File: config.mk
export PLATFORM = sky130hd
export DESIGN_NAME = ysyx_23060208_uart_axil
export DESIGN_NICKNAME = d
export VERILOG_FILES = /design/src/rtl/ysyx_23060208_uart_pkg.sv /design/src/rtl/ysyx_23060208_sync_fifo.sv /design/src/rtl/ysyx_23060208_uart_axil.sv
export SDC_FILE = /design/constraint.sdc
export NUM_CORES = 1
export LEC_CHECK = 0
export CAP_MARGIN = 10
export CORE_MARGIN = 3
export CORE_UTILIZATION = 25
export DETAILED_ROUTE_END_ITERATION = 12
export SYNTH_ARGS = -nofsm -noshare
export SYNTH_HDL_FRONTEND = slang
export SYNTH_SLANG_ARGS = --single-unit
export TNS_END_PERCENT = 20
File: constraint.sdc
create_clock -name clk -period 9.2 [get_ports clk]
set_input_delay 1.38 -clock clk [delete_from_list [all_inputs] [get_ports clk]]
set_output_delay 1.38 -clock clk [all_outputs]
set_load 0.05 [all_outputs]
File: src/rtl/ysyx_23060208_uart_pkg.sv
// Shared definitions for the AXI-Lite UART transmitter: register offsets,
// response codes and the state encodings of its three FSMs.
package ysyx_23060208_uart_pkg;

  localparam logic [1:0] OFF_TXDATA  = 2'd0;
  localparam logic [1:0] OFF_STATUS  = 2'd1;

  localparam logic [1:0] RESP_OKAY   = 2'b00;
  localparam logic [1:0] RESP_SLVERR = 2'b10;

  typedef enum logic {W_IDLE, W_RESP} w_state_t;
  typedef enum logic {R_IDLE, R_RESP} r_state_t;
  typedef enum logic [1:0] {S_IDLE, S_START, S_DATA, S_STOP} s_state_t;

endpackage

File: src/rtl/ysyx_23060208_sync_fifo.sv
// Single-clock FIFO with occupancy count; full/empty are derived from the
// count, so a push while full is rejected even if a pop happens that cycle.
module ysyx_23060208_sync_fifo #(
  parameter int WIDTH = 8,
  parameter int DEPTH = 16
) (
  input  logic                     clk,
  input  logic                     rst,
  input  logic                     push,
  input  logic                     pop,
  input  logic [WIDTH-1:0]         din,
  output logic [WIDTH-1:0]         dout,
  output logic                     full,
  output logic                     empty,
  output logic [$clog2(DEPTH):0]   count
);

  localparam int PTR_W = $clog2(DEPTH);

  logic [WIDTH-1:0] mem [DEPTH];
  logic [PTR_W-1:0] wr_ptr, rd_ptr;
  logic             do_push, do_pop;

  assign full    = (count == (PTR_W+1)'(DEPTH));
  assign empty   = (count == '0);
  assign do_push = push && !full;
  assign do_pop  = pop && !empty;
  assign dout    = mem[rd_ptr];

  always_ff @(posedge clk) begin
    if (do_push) mem[wr_ptr] <= din;
  end

  // Pointers wrap naturally because DEPTH is a power of two
  always_ff @(posedge clk) begin
    if (rst) begin
      wr_ptr <= '0;
      rd_ptr <= '0;
      count  <= '0;
    end else begin
      if (do_push) wr_ptr <= wr_ptr + 1'b1;
      if (do_pop)  rd_ptr <= rd_ptr + 1'b1;
      case ({do_push, do_pop})
        2'b10:   count <= count + 1'b1;
        2'b01:   count <= count - 1'b1;
        default: count <= count;
      endcase
    end
  end

endmodule

File: src/rtl/ysyx_23060208_uart_axil.sv
// AXI-Lite slave feeding a TX FIFO and an 8N1 UART serializer.
// Registers: 0x0 TXDATA (write-only), 0x4 STATUS (read-only).
module ysyx_23060208_uart_axil
  import ysyx_23060208_uart_pkg::*;
#(
  parameter int DATA_WIDTH = 32,
  parameter int FIFO_DEPTH = 16,
  parameter int CLK_DIV    = 16
) (
  input  logic                  clk,
  input  logic                  rst,
  input  logic [DATA_WIDTH-1:0] awaddr,
  input  logic                  awvalid,
  output logic                  awready,
  input  logic [DATA_WIDTH-1:0] wdata,
  input  logic [3:0]            wstrb,
  input  logic                  wvalid,
  output logic                  wready,
  output logic [1:0]            bresp,
  output logic                  bvalid,
  input  logic                  bready,
  input  logic [DATA_WIDTH-1:0] araddr,
  input  logic                  arvalid,
  output logic                  arready,
  output logic [DATA_WIDTH-1:0] rdata,
  output logic [1:0]            rresp,
  output logic                  rvalid,
  input  logic                  rready,
  output logic                  uart_tx,
  output logic                  tx_irq
);

  localparam int CNT_W = $clog2(FIFO_DEPTH) + 1;
  localparam int CYC_W = $clog2(CLK_DIV);

  logic             fifo_push, fifo_pop, fifo_full, fifo_empty;
  logic [7:0]       fifo_din, fifo_dout;
  logic [CNT_W-1:0] fifo_count;

  ysyx_23060208_sync_fifo #(
    .WIDTH (8),
    .DEPTH (FIFO_DEPTH)
  ) u_fifo (
    .clk   (clk),
    .rst   (rst),
    .push  (fifo_push),
    .pop   (fifo_pop),
    .din   (fifo_din),
    .dout  (fifo_dout),
    .full  (fifo_full),
    .empty (fifo_empty),
    .count (fifo_count)
  );

  logic unused_bits;
  assign unused_bits = ^{awaddr[DATA_WIDTH-1:4], awaddr[1:0], araddr[DATA_WIDTH-1:4],
                         araddr[1:0], wdata[DATA_WIDTH-1:8], wstrb[3:1]};

  w_state_t   w_state, w_next;
  logic       aw_held, w_held, wstrb0_q, w_commit, w_strb0;
  logic [1:0] aw_off_q, w_off, w_resp, bresp_q;
  logic [7:0] wbyte_q;

  assign awready  = (w_state == W_IDLE);
  assign wready   = (w_state == W_IDLE);
  assign bvalid   = (w_state == W_RESP);
  assign bresp    = bresp_q;
  assign w_commit = (w_state == W_IDLE) && (awvalid || aw_held) && (wvalid || w_held);

  // A beat arriving in the commit cycle takes priority over a latched one
  always_comb begin
    w_next    = w_state;
    w_off     = awvalid ? awaddr[3:2] : aw_off_q;
    fifo_din  = wvalid ? wdata[7:0] : wbyte_q;
    w_strb0   = wvalid ? wstrb[0] : wstrb0_q;
    w_resp    = RESP_SLVERR;
    fifo_push = 1'b0;
    case (w_state)
      W_IDLE:  if (w_commit) w_next = W_RESP;
      W_RESP:  if (bready) w_next = W_IDLE;
      default: w_next = W_IDLE;
    endcase
    if (w_off == OFF_TXDATA) begin
      if (!w_strb0) begin
        w_resp = RESP_OKAY;
      end else if (!fifo_full) begin
        w_resp    = RESP_OKAY;
        fifo_push = w_commit;
      end
    end
  end

  always_ff @(posedge clk) begin
    if (rst) w_state <= W_IDLE;
    else     w_state <= w_next;
  end

  always_ff @(posedge clk) begin
    if (rst) begin
      aw_held  <= 1'b0;
      w_held   <= 1'b0;
      aw_off_q <= '0;
      wbyte_q  <= '0;
      wstrb0_q <= 1'b0;
      bresp_q  <= RESP_OKAY;
    end else if (w_commit) begin
      aw_held <= 1'b0;
      w_held  <= 1'b0;
      bresp_q <= w_resp;
    end else if (w_state == W_IDLE) begin
      if (awvalid) begin
        aw_held  <= 1'b1;
        aw_off_q <= awaddr[3:2];
      end
      if (wvalid) begin
        w_held   <= 1'b1;
        wbyte_q  <= wdata[7:0];
        wstrb0_q <= wstrb[0];
      end
    end
  end

  s_state_t        s_state, s_next;
  logic [CYC_W-1:0] cyc_cnt, cyc_next;
  logic [2:0]       bit_cnt, bit_next;
  logic [7:0]       shreg, shreg_next;
  logic             tx_busy, bit_end;

  assign tx_busy = (s_state != S_IDLE);
  assign tx_irq  = fifo_empty && !tx_busy;
  assign bit_end = (cyc_cnt == CYC_W'(CLK_DIV - 1));

  r_state_t              r_state, r_next;
  logic [DATA_WIDTH-1:0] rdata_d;
  logic [1:0]            rresp_d;

  assign arready = (r_state == R_IDLE);
  assign rvalid  = (r_state == R_RESP);

  always_comb begin
    r_next  = r_state;
    rdata_d = '0;
    rresp_d = RESP_OKAY;
    case (r_state)
      R_IDLE:  if (arvalid) r_next = R_RESP;
      R_RESP:  if (rready) r_next = R_IDLE;
      default: r_next = R_IDLE;
    endcase
    if (araddr[3:2] == OFF_STATUS) begin
      rdata_d[0]    = fifo_full;
      rdata_d[1]    = fifo_empty;
      rdata_d[2]    = tx_busy;
      rdata_d[15:8] = 8'(fifo_count);
    end else if (araddr[3:2] != OFF_TXDATA) begin
      rresp_d = RESP_SLVERR;
    end
  end

  always_ff @(posedge clk) begin
    if (rst) r_state <= R_IDLE;
    else     r_state <= r_next;
  end

  always_ff @(posedge clk) begin
    if (rst) begin
      rdata <= '0;
      rresp <= RESP_OKAY;
    end else if (r_state == R_IDLE && arvalid) begin
      rdata <= rdata_d;
      rresp <= rresp_d;
    end
  end

  // The stop bit's last cycle reloads directly so frames can run back-to-back
  always_comb begin
    s_next     = s_state;
    cyc_next   = cyc_cnt;
    bit_next   = bit_cnt;
    shreg_next = shreg;
    fifo_pop   = 1'b0;
    case (s_state)
      S_IDLE: begin
        if (!fifo_empty) begin
          fifo_pop   = 1'b1;
          shreg_next = fifo_dout;
          cyc_next   = '0;
          s_next     = S_START;
        end
      end
      S_START: begin
        if (bit_end) begin
          cyc_next = '0;
          bit_next = '0;
          s_next   = S_DATA;
        end else begin
          cyc_next = cyc_cnt + 1'b1;
        end
      end
      S_DATA: begin
        if (bit_end) begin
          cyc_next   = '0;
          shreg_next = shreg >> 1;
          if (bit_cnt == 3'd7) s_next = S_STOP;
          else                 bit_next = bit_cnt + 1'b1;
        end else begin
          cyc_next = cyc_cnt + 1'b1;
        end
      end
      S_STOP: begin
        if (bit_end) begin
          cyc_next = '0;
          bit_next = '0;
          if (!fifo_empty) begin
            fifo_pop   = 1'b1;
            shreg_next = fifo_dout;
            s_next     = S_START;
          end else begin
            s_next = S_IDLE;
          end
        end else begin
          cyc_next = cyc_cnt + 1'b1;
        end
      end
      default: s_next = S_IDLE;
    endcase
  end

  always_ff @(posedge clk) begin
    if (rst) begin
      s_state <= S_IDLE;
      cyc_cnt <= '0;
      bit_cnt <= '0;
      shreg   <= '0;
    end else begin
      s_state <= s_next;
      cyc_cnt <= cyc_next;
      bit_cnt <= bit_next;
      shreg   <= shreg_next;
    end
  end

  always_comb begin
    uart_tx = 1'b1;
    case (s_state)
      S_START: uart_tx = 1'b0;
      S_DATA:  uart_tx = shreg[0];
      default: uart_tx = 1'b1;
    endcase
  end

endmodule

Word level (Yosys, flattened, before mapping) --
Memory sizes are Yosys's and may differ from the RTL's. A register that Yosys moved wholly into a read port is not among the register bits. Cells that the tools add are included.
Storage, ports and cells: memories kept 1, bits in writable memories 128, input port bits 107, word-level logic and storage cells 117, output and inout bits 43, register bits 60
Memories:
- u_fifo.mem | depth 16, bits a word 8, read ports 1, clocked after memory_dff 1, wr ports 1, RTL line ysyx_23060208_sync_fifo.sv:20 | logic [WIDTH-1:0] mem [DEPTH];
Cells by class: bitwise logic cells 3, eq/ne operators 16, $add $sub $neg 6, multiplexer cells 46, reductions and logical operators 28
Operators by type and width (count):
- $mux 8 | 4
- $pmux 8 s3 | 1
- $mux 2 | 11
- $mux 4 | 4
- $mux 1 | 13
- $add 4x1->4 const B | 3
- $mux 3 | 4
- $ne 2x2->1 const B | 6
- $pmux 5 s2 | 1
- $pmux 1 s2 | 4
- $pmux 2 s4 | 1
- $pmux 4 s2 | 1
- $reduce_bool 2->1 | 4
- $eq 2x1->1 const B | 3
- $eq 2x2->1 const B | 3
- $logic_and 1x1->1 | 6
- $pmux 3 s2 | 1
- $reduce_and 2->1 | 3
- $add 5x1->5 const B | 1
- $eq 5x5->1 const B | 1
- $logic_not 5->1 | 1
- $mux 5 | 1
- $reduce_and 5->1 | 1
- $sub 5x1->5 const B | 1
- other kinds (13) | 20

Depth between registers and ports, before layout --
Gate-level depths: netlist of run 1.
depth after elaboration 9, gate-level depth with buffers 15, mapped depth without buffers 12

Modules after synthesis --
From an unflattened synthesis of run 1, not the netlist that was laid out.
Unflattened totals: cells, all modules 567, area, all modules 8323.0 µm²
By module, submodules not included:
- ysyx_23060208_sync_fifo | sequential area each 4184.0 µm², times used 1, cells each 305, area each 5974.5 µm²
- ysyx_23060208_uart_axil | sequential area each 840.8 µm², times used 1, cells each 262, area each 2348.5 µm²

Worst setup path after synthesis of run 1 --
Ideal clock, no wire load.
path kind in2reg, start input port wvalid, end register u_fifo.count[4], path slack 5.235 ns, cell stages on the path 15, arrival 3.887 ns, path buffers 3, library setup time 0.078 ns, data required time 9.122 ns, cells stage by stage buf_2 -> mux2i_1 -> a21oi_2 -> and2_1 -> buf_2 -> inv_1 -> ha_1 -> clkbuf_1 -> xor2_1 -> ha_1 -> a21o_1 -> a22oi_1 -> a311oi_1 -> o31a_1 -> nor3_1
Between the ends: cells in the longest elaborated chain, start to end 8, elaborated cells between the ends (all ways) 11, classes of those cells 2 x eq/ne; 5 x mux; 4 x reduce/logical
RTL lines:
- start, declared | RTL line ysyx_23060208_uart_axil.sv:17 | input logic wvalid,
- $logic_or 1x1->1 | RTL line ysyx_23060208_uart_axil.sv:68 | assign w_commit = (w_state == W_IDLE) && (awvalid || aw_held) && (wvalid || w_held);
- $logic_and 1x1->1 | RTL line ysyx_23060208_uart_axil.sv:68
- $mux 1 | RTL line ysyx_23060208_uart_axil.sv:86 | end else if (!fifo_full) begin
- $mux 1 * | RTL line ysyx_23060208_uart_axil.sv:84 | if (!w_strb0) begin
- $mux 1 * | RTL line ysyx_23060208_uart_axil.sv:83 | if (w_off == OFF_TXDATA) begin
- $logic_and 1x1->1 * | RTL line ysyx_23060208_sync_fifo.sv:26 | assign do_push = push && !full;
- $eq 2x1->1 / $eq 2x2->1 (equally long branches) | RTL line ysyx_23060208_sync_fifo.sv:43 | case ({do_push, do_pop})
- $pmux 5 s2 / $reduce_bool 2->1 (equally long branches)
- end signal, assigned | RTL line ysyx_23060208_sync_fifo.sv:44 | 2'b10: count <= count + 1'b1;
- end signal, assigned | RTL line ysyx_23060208_sync_fifo.sv:45 | 2'b01: count <= count - 1'b1;
- end signal, assigned | RTL line ysyx_23060208_sync_fifo.sv:46 | default: count <= count;
- end, declared | RTL line ysyx_23060208_sync_fifo.sv:15 | output logic [$clog2(DEPTH):0] count
Mark *: on every way between the ends. The rest lies on a longest branch, timed or not. A chain may end at the register's enable or synchronous reset.

Worst setup path in the final report of run 1 --
Ends and elaborated chain as after synthesis.

==> reports/qor.tcl, run 1 <==
set qor(timing.max_cap.violations) 0
set qor(dp.final_hpwl_mm) 10.5
set qor(hold_viol_final) 0
set qor(first_pass_iters) 4
set qor(synth_enable_flop_cells) 128
set qor(vias) 4585
set qor(cp.arrival_ns) 5.29
set qor(ys_ff_latch) 187
set qor(tritoncts) {yes}
set qor(setup_total_negative_slack_ns) 0
set qor(hold_path_class) {flip-flop to flip-flop}
set qor(die-area_mm2) 0.0342
set qor(grt_usage) 0.0942
set qor(leakagePower_nw) 3.04
set qor(number_of_sinks_handled_by_clock_tree_synthesis) 187
set qor(layout.cells.most_common_list) {sky130_fd_sc_hd__edfxtp_1, sky130_fd_sc_hd__nor2_1, sky130_fd_sc_hd__dfxtp_1, sky130_fd_sc_hd__clkdlybuf4s50_1, sky130_fd_sc_hd__nor3_1}
set qor(drv_slew) 0
set qor(ctsHtreeMaxLevel) 4
set qor(grt_pass1_wl_mm) 24.7
set qor(fill_cells) 3094
set qor(clk-insertion-delay-late_ns) 0.43
set qor(cts_buffers) 17
set qor(placeableCoreArea_mm2) 0.0311
set qor(number_of_global_route_vias_before_repair) 4416
set qor(layout-drive-gt1-share) 0.151
set qor(setup.worst_path.start_class) {input pin}
set qor(ctsResizeCount) 0
set qor(synth_warnings) 0
set qor(io_pins) 150
set qor(postSynth.asyncResetShare) 0
set qor(final_cell_count_no_fill) 1018
set qor(synth_cell_types) 55
set qor(ant_nets) 0
set qor(clock_tree.root_cell) {sky130_fd_sc_hd__clkbuf_16}
set qor(worstPathMaxFanout) 11
set qor(cp.required_ns) 9.55
set qor(initial_utilization) 0.258
set qor(routed_wire_length_per_instance_um) 15.6
set qor(io_buffer_count) 36
set qor(drt_first_iter_violations) 421
set qor(synth.avg_cell_area_um2) 13.7
set qor(numPlacedInstances) 986
set qor(synthToLayoutAreaGrowth_pct) 15.1
set qor(worstSetupPathType) {input pin to flip-flop}
set qor(die_x_um) 185
set qor(synth-main-ff-cell) {sky130_fd_sc_hd__edfxtp_1}
set qor(synth_seq_area_share) 0.627
set qor(netlist_area_mm2) 0.00801
set qor(post_cts_setup_repair_bufs) 0
set qor(status) {finished, final reports clean}
set qor(power.density_mw_per_mm2) 253
set qor(grt_max_degree) 61
set qor(finish.utilization) 0.297
set qor(cell_rows) 64
set qor(critPathSlowestCell) {sky130_fd_sc_hd__clkdlybuf4s50_1}
set qor(finClkSkew_ns) 0.0136
set qor(nets) 731
set qor(route.detailed.vias_per_inst) 4.50
set qor(cpPeakStageDelay_ns) 0.84
set qor(grt_remaining_overflow) 0
set qor(tightestPinTransition_ns) 0.987
set qor(maxSlewHeadroom) 0.341
set qor(max-clock-path-buffers) 2
set qor(timing.fmax_ghz) 0.202
set qor(number_of_antenna_violations_at_the_first_check_in_global_routing) 0
set qor(remaining_drc_errors) 0
set qor(setup_violations) 0
set qor(fp.dieH_um) 185
set qor(global_placement_routability_congestion) 0.793
set qor(final.period_utilization) 0.537
set qor(final.min_clock_period_ns) 4.94
set qor(number_of_diodes) 0
set qor(totalWireLength_mm) 15.9
set qor(critical_path.cell_chain) {clkdlybuf4s50_1 > o22a_1 > o211a_1 > and2_1 > inv_1 > ha_1 > xor2_1 > ha_1 > a21o_1 > a22oi_1 > a311oi_1 > o31a_1 > nor3_1}
set qor(cts.reportedPaths.clkPinSlew_ns) 0.07
set qor(final_common_cell) {sky130_fd_sc_hd__edfxtp_1}
set qor(peakVddDrop_mv) 0.167
set qor(synth_cells) 584
set qor(grt_setup_unrepaired) {false}
set qor(cp_common_cell) {sky130_fd_sc_hd__ha_1}
set qor(end_kind) {flip-flop}
set qor(postCtsHoldBufs) 0
-- cells by family (layout without fill, tap and decap cells) --
kind of cell               after synthesis  after routing  synth area share
DFF                                    187            187             0.627
muxes                                   52             52             0.117
other                                    1             26          0.000468
AOI/OAI and AO/OA                       82             82            0.0717
buffers and inverters                   73             86            0.0503
and+or+nand+nor                        165            165             0.100
adders and majority gates               15             15            0.0234
xor gates and xnor gates                 9              9           0.00984
-- metrics by stage --
stage / hold WS [ns] / power, mW / setup WS, ns / area (µm²)
after floorplan: 0.436 / 1.51 / 5.23 / 8100
after detailed placement: 0.454 / 1.65 / 3.81 / 8640
after global routing: 0.492 / 2.45 / 3.93 / 9220
final: 0.458 / 2.33 / 4.26 / 9220
after CTS: 0.463 / 2.35 / 4.26 / 9220
after global placement: 0.445 / 1.64 / 3.85 / 8640
-- state kept, by name, indices dropped and copies added (netlist names), named ones only --
register       cells
bvalid             1
u_fifo.mem       128
bresp              1
shreg              8
aw_off_q           2
wstrb0_q           1
s_state            2
w_held             1
bit_cnt            3
rvalid             1
u_fifo.wr_ptr      4
rdata              8
cyc_cnt            4
aw_held            1
wbyte_q            8
u_fifo.rd_ptr      4
u_fifo.count       5
rresp              1
-- worst max-delay path: cells and delay by family --
family,cells,cell delay [ns]
buffers and inverters,2,0.92
xor gates and xnor gates,1,0.18
and+or+nand+nor,2,0.50
AOI/OAI and AO/OA,6,1.72
adders and majority gates,2,0.59
-- path summary, 6_finish.rpt --
check                     to  cells past startpoint  startpoint  slack (ns)
min               bit_cnt[1]                      2  bit_cnt[1]        0.46
min reg2reg       bit_cnt[1]                      2  bit_cnt[1]        0.46
max reg2reg  u_fifo.count[4]                     12      w_held        5.78
max          u_fifo.count[4]                     13      wvalid        4.26
-- final cells by class --
class                   instances  area, µm²  share of cell area
flip-flops and latches        187       5030               0.545
clock inverters                15        153              0.0166
inverters                      12       45.0             0.00488
clock buffers                  17        425              0.0461
multi-input cells             349       2680               0.290
well taps                     396        495              0.0537
repair buffers                 42        400              0.0434
-- synthesized netlist by cell type (2+ instances only) --
master | n | area, µm²
sky130_fd_sc_hd__or2_2 | 3 | 18.8
sky130_fd_sc_hd__nand2_1 | 19 | 71.3
sky130_fd_sc_hd__mux2i_1 | 10 | 100
sky130_fd_sc_hd__ha_1 | 15 | 188
sky130_fd_sc_hd__xnor2_1 | 3 | 26.3
sky130_fd_sc_hd__clkbuf_1 | 25 | 93.8
sky130_fd_sc_hd__nand2b_1 | 4 | 25.0
sky130_fd_sc_hd__a311oi_1 | 2 | 17.5
sky130_fd_sc_hd__or4_1 | 2 | 15.0
sky130_fd_sc_hd__inv_1 | 12 | 45.0
sky130_fd_sc_hd__buf_2 | 4 | 20.0
sky130_fd_sc_hd__dfxtp_1 | 59 | 1180
sky130_fd_sc_hd__nor4_1 | 3 | 18.8
sky130_fd_sc_hd__nand3_1 | 9 | 45.0
sky130_fd_sc_hd__mux2_2 | 10 | 113
sky130_fd_sc_hd__nor2_1 | 69 | 259
sky130_fd_sc_hd__a211oi_1 | 10 | 75.1
sky130_fd_sc_hd__xor2_1 | 6 | 52.6
sky130_fd_sc_hd__nor3_1 | 33 | 165
sky130_fd_sc_hd__mux4_2 | 32 | 721
sky130_fd_sc_hd__nor3b_1 | 4 | 30.0
sky130_fd_sc_hd__and3_1 | 3 | 18.8
sky130_fd_sc_hd__and2_1 | 3 | 18.8
sky130_fd_sc_hd__a22oi_1 | 21 | 158
sky130_fd_sc_hd__edfxtp_1 | 128 | 3840
sky130_fd_sc_hd__a21oi_1 | 29 | 145
sky130_fd_sc_hd__nor2b_1 | 4 | 25.0
sky130_fd_sc_hd__o21ai_0 | 3 | 15.0
sky130_fd_sc_hd__a211oi_2 | 2 | 25.0
sky130_fd_sc_hd__or3_1 | 2 | 12.5
sky130_fd_sc_hd__o31a_1 | 2 | 17.5
sky130_fd_sc_hd__buf_4 | 29 | 218
sky130_fd_sc_hd__buf_6 | 2 | 22.5
-- metal layers --
metal	vias to the layer above	wire length [µm]	part of all wire	track usage
li1	2205	-	-	-
met1	2263	7420	0.47	0.130
met2	104	7740	0.49	0.151
met3	13	539	0.034	0.0149
met4	0	225	0.014	0.0345
met5	-	0	0	0
-- where the power goes --
part	total (mW)	switching [mW]	leakage (nW)	internal (mW)
clock network	0.703	0.342	0.273	0.361
logic	0.631	0.393	1.12	0.238
registers	0.997	0.0502	1.64	0.947
No activity file was read; power rests on OpenSTA's default activity.
==> inputs of run 2 (changes only) <==
==> constraint.sdc (replaced) <==
create_clock -name clk -period 5 [get_ports clk]
set_input_delay 0.75 -clock clk [delete_from_list [all_inputs] [get_ports clk]]
set_output_delay 0.75 -clock clk [all_outputs]
set_load 0.05 [all_outputs]
==> reports/qor.tcl, run 2 (same netlist as run 1, synthesis figures left out) <==
set qor(status) {finished, final reports clean}
set qor(postCtsHoldBufs) 0 ;# unchanged
set qor(number_of_antenna_violations_at_the_first_check_in_global_routing) 0 ;# unchanged
set qor(tritoncts) {yes}
set qor(routed_wire_length_on_met3_um) 796 ;# +48%
set qor(tightestPinTransition_ns) 0.980 ;# -0.00681 ns
set qor(grt_remaining_overflow) 0 ;# unchanged
set qor(number_of_sinks_handled_by_clock_tree_synthesis) 187 ;# unchanged
set qor(io_buffer_count) 36 ;# unchanged
set qor(grt_pass1_wl_mm) 25.6 ;# +3.8%
set qor(setup_total_negative_slack_ns) 0 ;# unchanged
set qor(layout.cells.most_common_list) {sky130_fd_sc_hd__edfxtp_1, sky130_fd_sc_hd__nor2_1, sky130_fd_sc_hd__dfxtp_1, sky130_fd_sc_hd__clkdlybuf4s50_1, sky130_fd_sc_hd__nor3_1}
set qor(route.met2.wl_mm) 7.96 ;# +2.8%
set qor(placed_area_mm2) 0.00873 ;# +1.0%
set qor(first_pass_iters) 4 ;# unchanged
set qor(fill_cells) 3067 ;# -0.87%
set qor(grt_max_degree) 61 ;# unchanged
set qor(totalWireLength_mm) 16.3 ;# +2.6%
set qor(synthToLayoutAreaGrowth_pct) 17.1
set qor(final.min_clock_period_ns) 3.79
set qor(cell_rows) 64 ;# unchanged
set qor(most_flop_heavy_register) {u_fifo.mem}
set qor(number_of_global_route_vias_before_repair) 4612 ;# +4.4%
set qor(number_of_diodes) 0 ;# unchanged
set qor(cp.required_ns) 5.29 ;# -4.26 ns
set qor(multi_input_combinational_cell_area_mm2) 0.00268 ;# unchanged
set qor(top_signal_layer_used) {met4}
set qor(vias) 4649 ;# +1.4%
set qor(grt_setup_unrepaired) {false}
set qor(ff_latch_area_mm2) 0.00503 ;# unchanged
set qor(grt_usage) 0.0974 ;# +0.00320
set qor(reg2reg_slack_ns) 1.62 ;# -4.16 ns
set qor(route.layer.met1.wl_mm) 7.34 ;# -1.1%
set qor(timing.max_cap.violations) 0 ;# unchanged
set qor(maxSlewHeadroom) 0.345 ;# +0.00455
set qor(hold_path_class) {flip-flop to flip-flop}
set qor(initial_utilization) 0.258 ;# unchanged
set qor(dp.final_hpwl_mm) 10.9 ;# +3.4%
set qor(peakVddDrop_mv) 0.266 ;# +59%
set qor(design_area_mm2) 0.00938 ;# +1.7%
set qor(clk-insertion-delay-late_ns) 0.42 ;# about the same
set qor(hold_viol_final) 0 ;# unchanged
set qor(global_placement_routability_congestion) 0.772 ;# -2.6%
set qor(cp.arrival_ns) 4.08 ;# -1.21 ns
set qor(final_common_cell) {sky130_fd_sc_hd__edfxtp_1}
set qor(number_of_flip_flops_in_the_largest_register) 128 ;# unchanged
set qor(ant_nets) 0 ;# unchanged
set qor(placeableCoreArea_mm2) 0.0311 ;# unchanged
set qor(finClkSkew_ns) 0.00902 ;# -0.00455 ns
set qor(setup.worst_path.start_class) {input pin}
set qor(power.density_mw_per_mm2) 475 ;# +88%
set qor(post_cts_setup_repair_bufs) 0 ;# unchanged
set qor(drt_first_iter_violations) 425 ;# +0.95%
set qor(remaining_drc_errors) 0 ;# unchanged
set qor(route.detailed.vias_per_inst) 4.51 ;# +0.21%
set qor(cts_buffers) 17 ;# unchanged
set qor(fp.dieH_um) 185 ;# unchanged
set qor(routed_wire_length_per_instance_um) 15.9 ;# +1.4%
set qor(layout-drive-gt1-share) 0.166 ;# +0.0145
set qor(timing.fmax_ghz) 0.264
set qor(nets) 743 ;# +1.6%
set qor(leakagePower_nw) 3.14 ;# +3.3%
set qor(clock_tree.root_cell) {sky130_fd_sc_hd__clkbuf_16}
set qor(max-clock-path-buffers) 2 ;# unchanged
set qor(worstSetupPathType) {input pin to flip-flop}
set qor(die-area_mm2) 0.0342 ;# unchanged
set qor(io_pins) 150 ;# unchanged
set qor(ctsResizeCount) 0 ;# unchanged
set qor(final.period_utilization) 0.758
set qor(cts.reportedPaths.clkPinSlew_ns) 0.07 ;# about the same
set qor(worstPathMaxFanout) 11 ;# unchanged
set qor(setup_violations) 0 ;# unchanged
set qor(drv_slew) 0 ;# unchanged
set qor(die_x_um) 185 ;# unchanged
set qor(ctsHtreeMaxLevel) 4 ;# unchanged
set qor(end_kind) {flip-flop}
## run 2: cell count changes in the layout (fill, tap and decap cells not counted), moves of 2 or more
cell / delta
sky130_fd_sc_hd__clkinv_4: -2
sky130_fd_sc_hd__clkinv_8: -2
sky130_fd_sc_hd__buf_4: +12
sky130_fd_sc_hd__clkinv_2: +2
sky130_fd_sc_hd__bufinv_16: +5
sky130_fd_sc_hd__inv_8: -3
## run 2: routing by layer
| layer | vias to the layer above | GRT usage |
|---|---|---|
| met5 | - | 0 |
| met1 | 2282 | 0.134 |
| met3 | 15 | 0.0128 |
| met2 | 121 | 0.159 |
| li1 | 2231 | - |
| met4 | 0 | 0.0342 |
## run 2: final cells by class
cell class	instances	share of cell area
clock buffer	17	0.0454
clock inverter	15	0.0236
multi-input combinational	349	0.285
tap	396	0.0528
inverter	12	0.00480
timing repair buffer	54	0.0523
sequential	187	0.536
## run 2: where the power goes
| part | internal, mW | total (mW) | switching [mW] | leakage, nW |
|---|---|---|---|---|
| Clock | 0.889 | 1.46 | 0.572 | 0.309 |
| Combinational | 0.442 | 1.15 | 0.711 | 1.19 |
| Sequential | 1.74 | 1.84 | 0.0999 | 1.64 |
| Total | 3.07 | 4.46 | 1.38 | 3.14 |
## run 2: worst paths after layout
check	endpoint	depth (start not counted)	from
max reg2reg	u_fifo.count[4]	11	s_state[1]
min reg2reg	bit_cnt[1]	2	bit_cnt[1]
max	u_fifo.count[4]	13	wvalid
min	bit_cnt[1]	2	bit_cnt[1]
## run 2: stage by stage
step | instances | util | power [mW] | hold slack [ns] | worst slack (ns)
floorplan | 609 | - | 2.77 | 0.436 | 1.61
global route | 1030 | 0.302 | 4.68 | 0.486 | 0.904
global placement | 998 | 0.281 | 3.02 | 0.444 | 0.768
finish | 1030 | 0.302 | 4.46 | 0.455 | 1.21
detailed placement | 998 | 0.281 | 3.04 | 0.450 | 0.753
CTS | 1030 | 0.302 | 4.49 | 0.458 | 1.20
## run 2: worst max-delay path, stage by stage
cell	delay [ns]
sky130_fd_sc_hd__clkdlybuf4s50_1	0.83
sky130_fd_sc_hd__o22a_1	0.49
sky130_fd_sc_hd__o211a_1	0.24
sky130_fd_sc_hd__and2_1	0.14
sky130_fd_sc_hd__inv_1	0.05
sky130_fd_sc_hd__ha_1	0.29
sky130_fd_sc_hd__xor2_1	0.17
sky130_fd_sc_hd__ha_1	0.29
sky130_fd_sc_hd__a21o_1	0.15
sky130_fd_sc_hd__a22oi_1	0.07
sky130_fd_sc_hd__a311oi_1	0.37
sky130_fd_sc_hd__o31a_1	0.19
sky130_fd_sc_hd__nor3_1	0.04
==> inputs of run 3 (changes only) <==
==> constraint.sdc (replaced) <==
create_clock -name clk -period 3.45 [get_ports clk]
set_input_delay 0.5175 -clock clk [delete_from_list [all_inputs] [get_ports clk]]
set_output_delay 0.5175 -clock clk [all_outputs]
set_load 0.05 [all_outputs]
==> reports/qor.tcl, run 3 (same netlist as run 1, synthesis figures left out) <==
set qor(grt_pass1_wl_mm) 26.2 ;# +2.2%
set qor(ctsHtreeMaxLevel) 4 ;# unchanged
set qor(die_x_um) 185 ;# unchanged
set qor(post_cts_setup_repair_bufs) 0 ;# unchanged
set qor(maxSlewHeadroom) 0.536 ;# +0.191
set qor(synthToLayoutAreaGrowth_pct) 18.1
set qor(cts.reportedPaths.clkPinSlew_ns) 0.07 ;# about the same
set qor(clock_tree.root_cell) {sky130_fd_sc_hd__clkbuf_16}
set qor(placed_area_mm2) 0.00886 ;# +1.5%
set qor(grt_max_degree) 38 ;# -38%
set qor(timing.fmax_ghz) 0.330
set qor(postCtsHoldBufs) 0 ;# unchanged
set qor(drv_slew) 0 ;# unchanged
set qor(final_common_cell) {sky130_fd_sc_hd__edfxtp_1}
set qor(io_buffer_count) 36 ;# unchanged
set qor(layout.cells.most_common_list) {sky130_fd_sc_hd__edfxtp_1, sky130_fd_sc_hd__nor2_1, sky130_fd_sc_hd__dfxtp_1, sky130_fd_sc_hd__clkdlybuf4s50_1}
set qor(tritoncts) {yes}
set qor(routed_wire_length_per_instance_um) 15.8 ;# -0.49%
set qor(totalWireLength_mm) 16.5 ;# +0.96%
set qor(most_flop_heavy_register) {u_fifo.mem}
set qor(fill_cells) 3101 ;# +1.1%
set qor(max-clock-path-buffers) 2 ;# unchanged
set qor(number_of_global_route_vias_before_repair) 4703 ;# +2.0%
set qor(peakVddDrop_mv) 0.384 ;# +44%
set qor(layout-drive-gt1-share) 0.183 ;# +0.0177
set qor(end_kind) {primary output}
set qor(worstSetupPathType) {flip-flop to primary output}
set qor(cp.arrival_ns) 2.51 ;# -1.57 ns
set qor(number_of_diodes) 0 ;# unchanged
set qor(setup.worst_path.start_class) {flip-flop}
set qor(fp.dieH_um) 185 ;# unchanged
set qor(number_of_sinks_handled_by_clock_tree_synthesis) 187 ;# unchanged
set qor(grt_usage) 0.0992 ;# +0.00186
set qor(first_pass_iters) 4 ;# unchanged
set qor(grt_remaining_overflow) 0 ;# unchanged
set qor(initial_utilization) 0.258 ;# unchanged
set qor(timing.max_cap.violations) 0 ;# unchanged
set qor(vias) 4733 ;# +1.8%
set qor(cts_buffers) 17 ;# unchanged
set qor(remaining_drc_errors) 0 ;# unchanged
set qor(fin_ws_ns) 0.418 ;# -0.792 ns
set qor(global_placement_routability_congestion) 0.773 ;# about the same
set qor(die-area_mm2) 0.0342 ;# unchanged
set qor(final.min_clock_period_ns) 3.03
set qor(grt_setup_unrepaired) {false}
set qor(dp.final_hpwl_mm) 11.1 ;# +2.0%
set qor(tightestPinTransition_ns) 0.696 ;# -0.284 ns
set qor(hold_viol_final) 0 ;# unchanged
set qor(drt_first_iter_violations) 391 ;# -8.0%
set qor(detailedPlace.worstSlack_ns) 0.126 ;# -0.627 ns
set qor(nets) 759 ;# +2.2%
set qor(status) {finished, final reports clean}
set qor(worstPathMaxFanout) 8 ;# -3
set qor(hold_slack_ns) 0.454 ;# -0.000550 ns
set qor(ctsResizeCount) 0 ;# unchanged
set qor(final.period_utilization) 0.879
set qor(route.detailed.vias_per_inst) 4.53 ;# +0.35%
set qor(number_of_flip_flops_in_the_largest_register) 128 ;# unchanged
set qor(cell_rows) 64 ;# unchanged
set qor(clk-insertion-delay-late_ns) 0.43 ;# about the same
set qor(power.density_mw_per_mm2) 675 ;# +42%
set qor(cp.required_ns) 2.93 ;# -2.36 ns
set qor(finClkSkew_ns) 0.0116 ;# +0.00258 ns
set qor(design_area_mm2) 0.00946 ;# +0.80%
set qor(io_pins) 150 ;# unchanged
set qor(leakagePower_nw) 3.20 ;# +2.0%
set qor(ant_nets) 0 ;# unchanged
set qor(setup_total_negative_slack_ns) 0 ;# unchanged
set qor(number_of_antenna_violations_at_the_first_check_in_global_routing) 0 ;# unchanged
set qor(hold_path_class) {flip-flop to flip-flop}
set qor(placeableCoreArea_mm2) 0.0311 ;# unchanged
set qor(setup_violations) 0 ;# unchanged
-- run 3: final timing paths --
kind | start | endpoint | slack, ns | cells after the start
worst max-delay path | u_fifo.count[0] | tx_irq | 0.42 | 3
worst min-delay path | rdata[1] | rdata[1] | 0.45 | 2
worst max register to register | s_state[1] | u_fifo.count[4] | 0.43 | 11
worst min register to register | rdata[1] | rdata[1] | 0.45 | 2
-- run 3: through the flow --
| step | util | std cells | power, mW |
|---|---|---|---|
| floorplan | - | 609 | 4.02 |
| global placement | 0.285 | 1014 | 4.48 |
| detailed placement | 0.285 | 1014 | 4.50 |
| CTS | 0.304 | 1045 | 6.45 |
| global route | 0.304 | 1045 | 6.74 |
| finish | 0.304 | 1045 | 6.38 |
-- run 3: area by class of cell --
cell class,instances,area [µm²],share of cell area
Multi-Input combinational cell,349,2680,0.283
Tap cell,396,495,0.0524
Clock inverter,14,165,0.0175
Clock buffer,17,425,0.0450
Sequential cell,187,5030,0.532
Inverter,12,45.0,0.00476
Timing Repair Buffer,70,623,0.0659
-- run 3: where the power goes --
part           internal, mW  switching [mW]
Sequential             2.53           0.111
Combinational         0.715            1.09
Clock                  1.08           0.863
Total                  4.32            2.06
-- run 3: critical path, stage by stage, from the launching register on --
cell	delay (ns)
sky130_fd_sc_hd__dfxtp_1	0.41
sky130_fd_sc_hd__or4_1	0.65
sky130_fd_sc_hd__nor3_4	0.19
sky130_fd_sc_hd__clkdlybuf4s50_1	0.84
-- run 3: layer usage --
metal  GRT usage  part of all wire
met4      0.0381             0.014
met3      0.0134             0.036
met5           0                 0
met1       0.137              0.46
met2       0.159              0.49
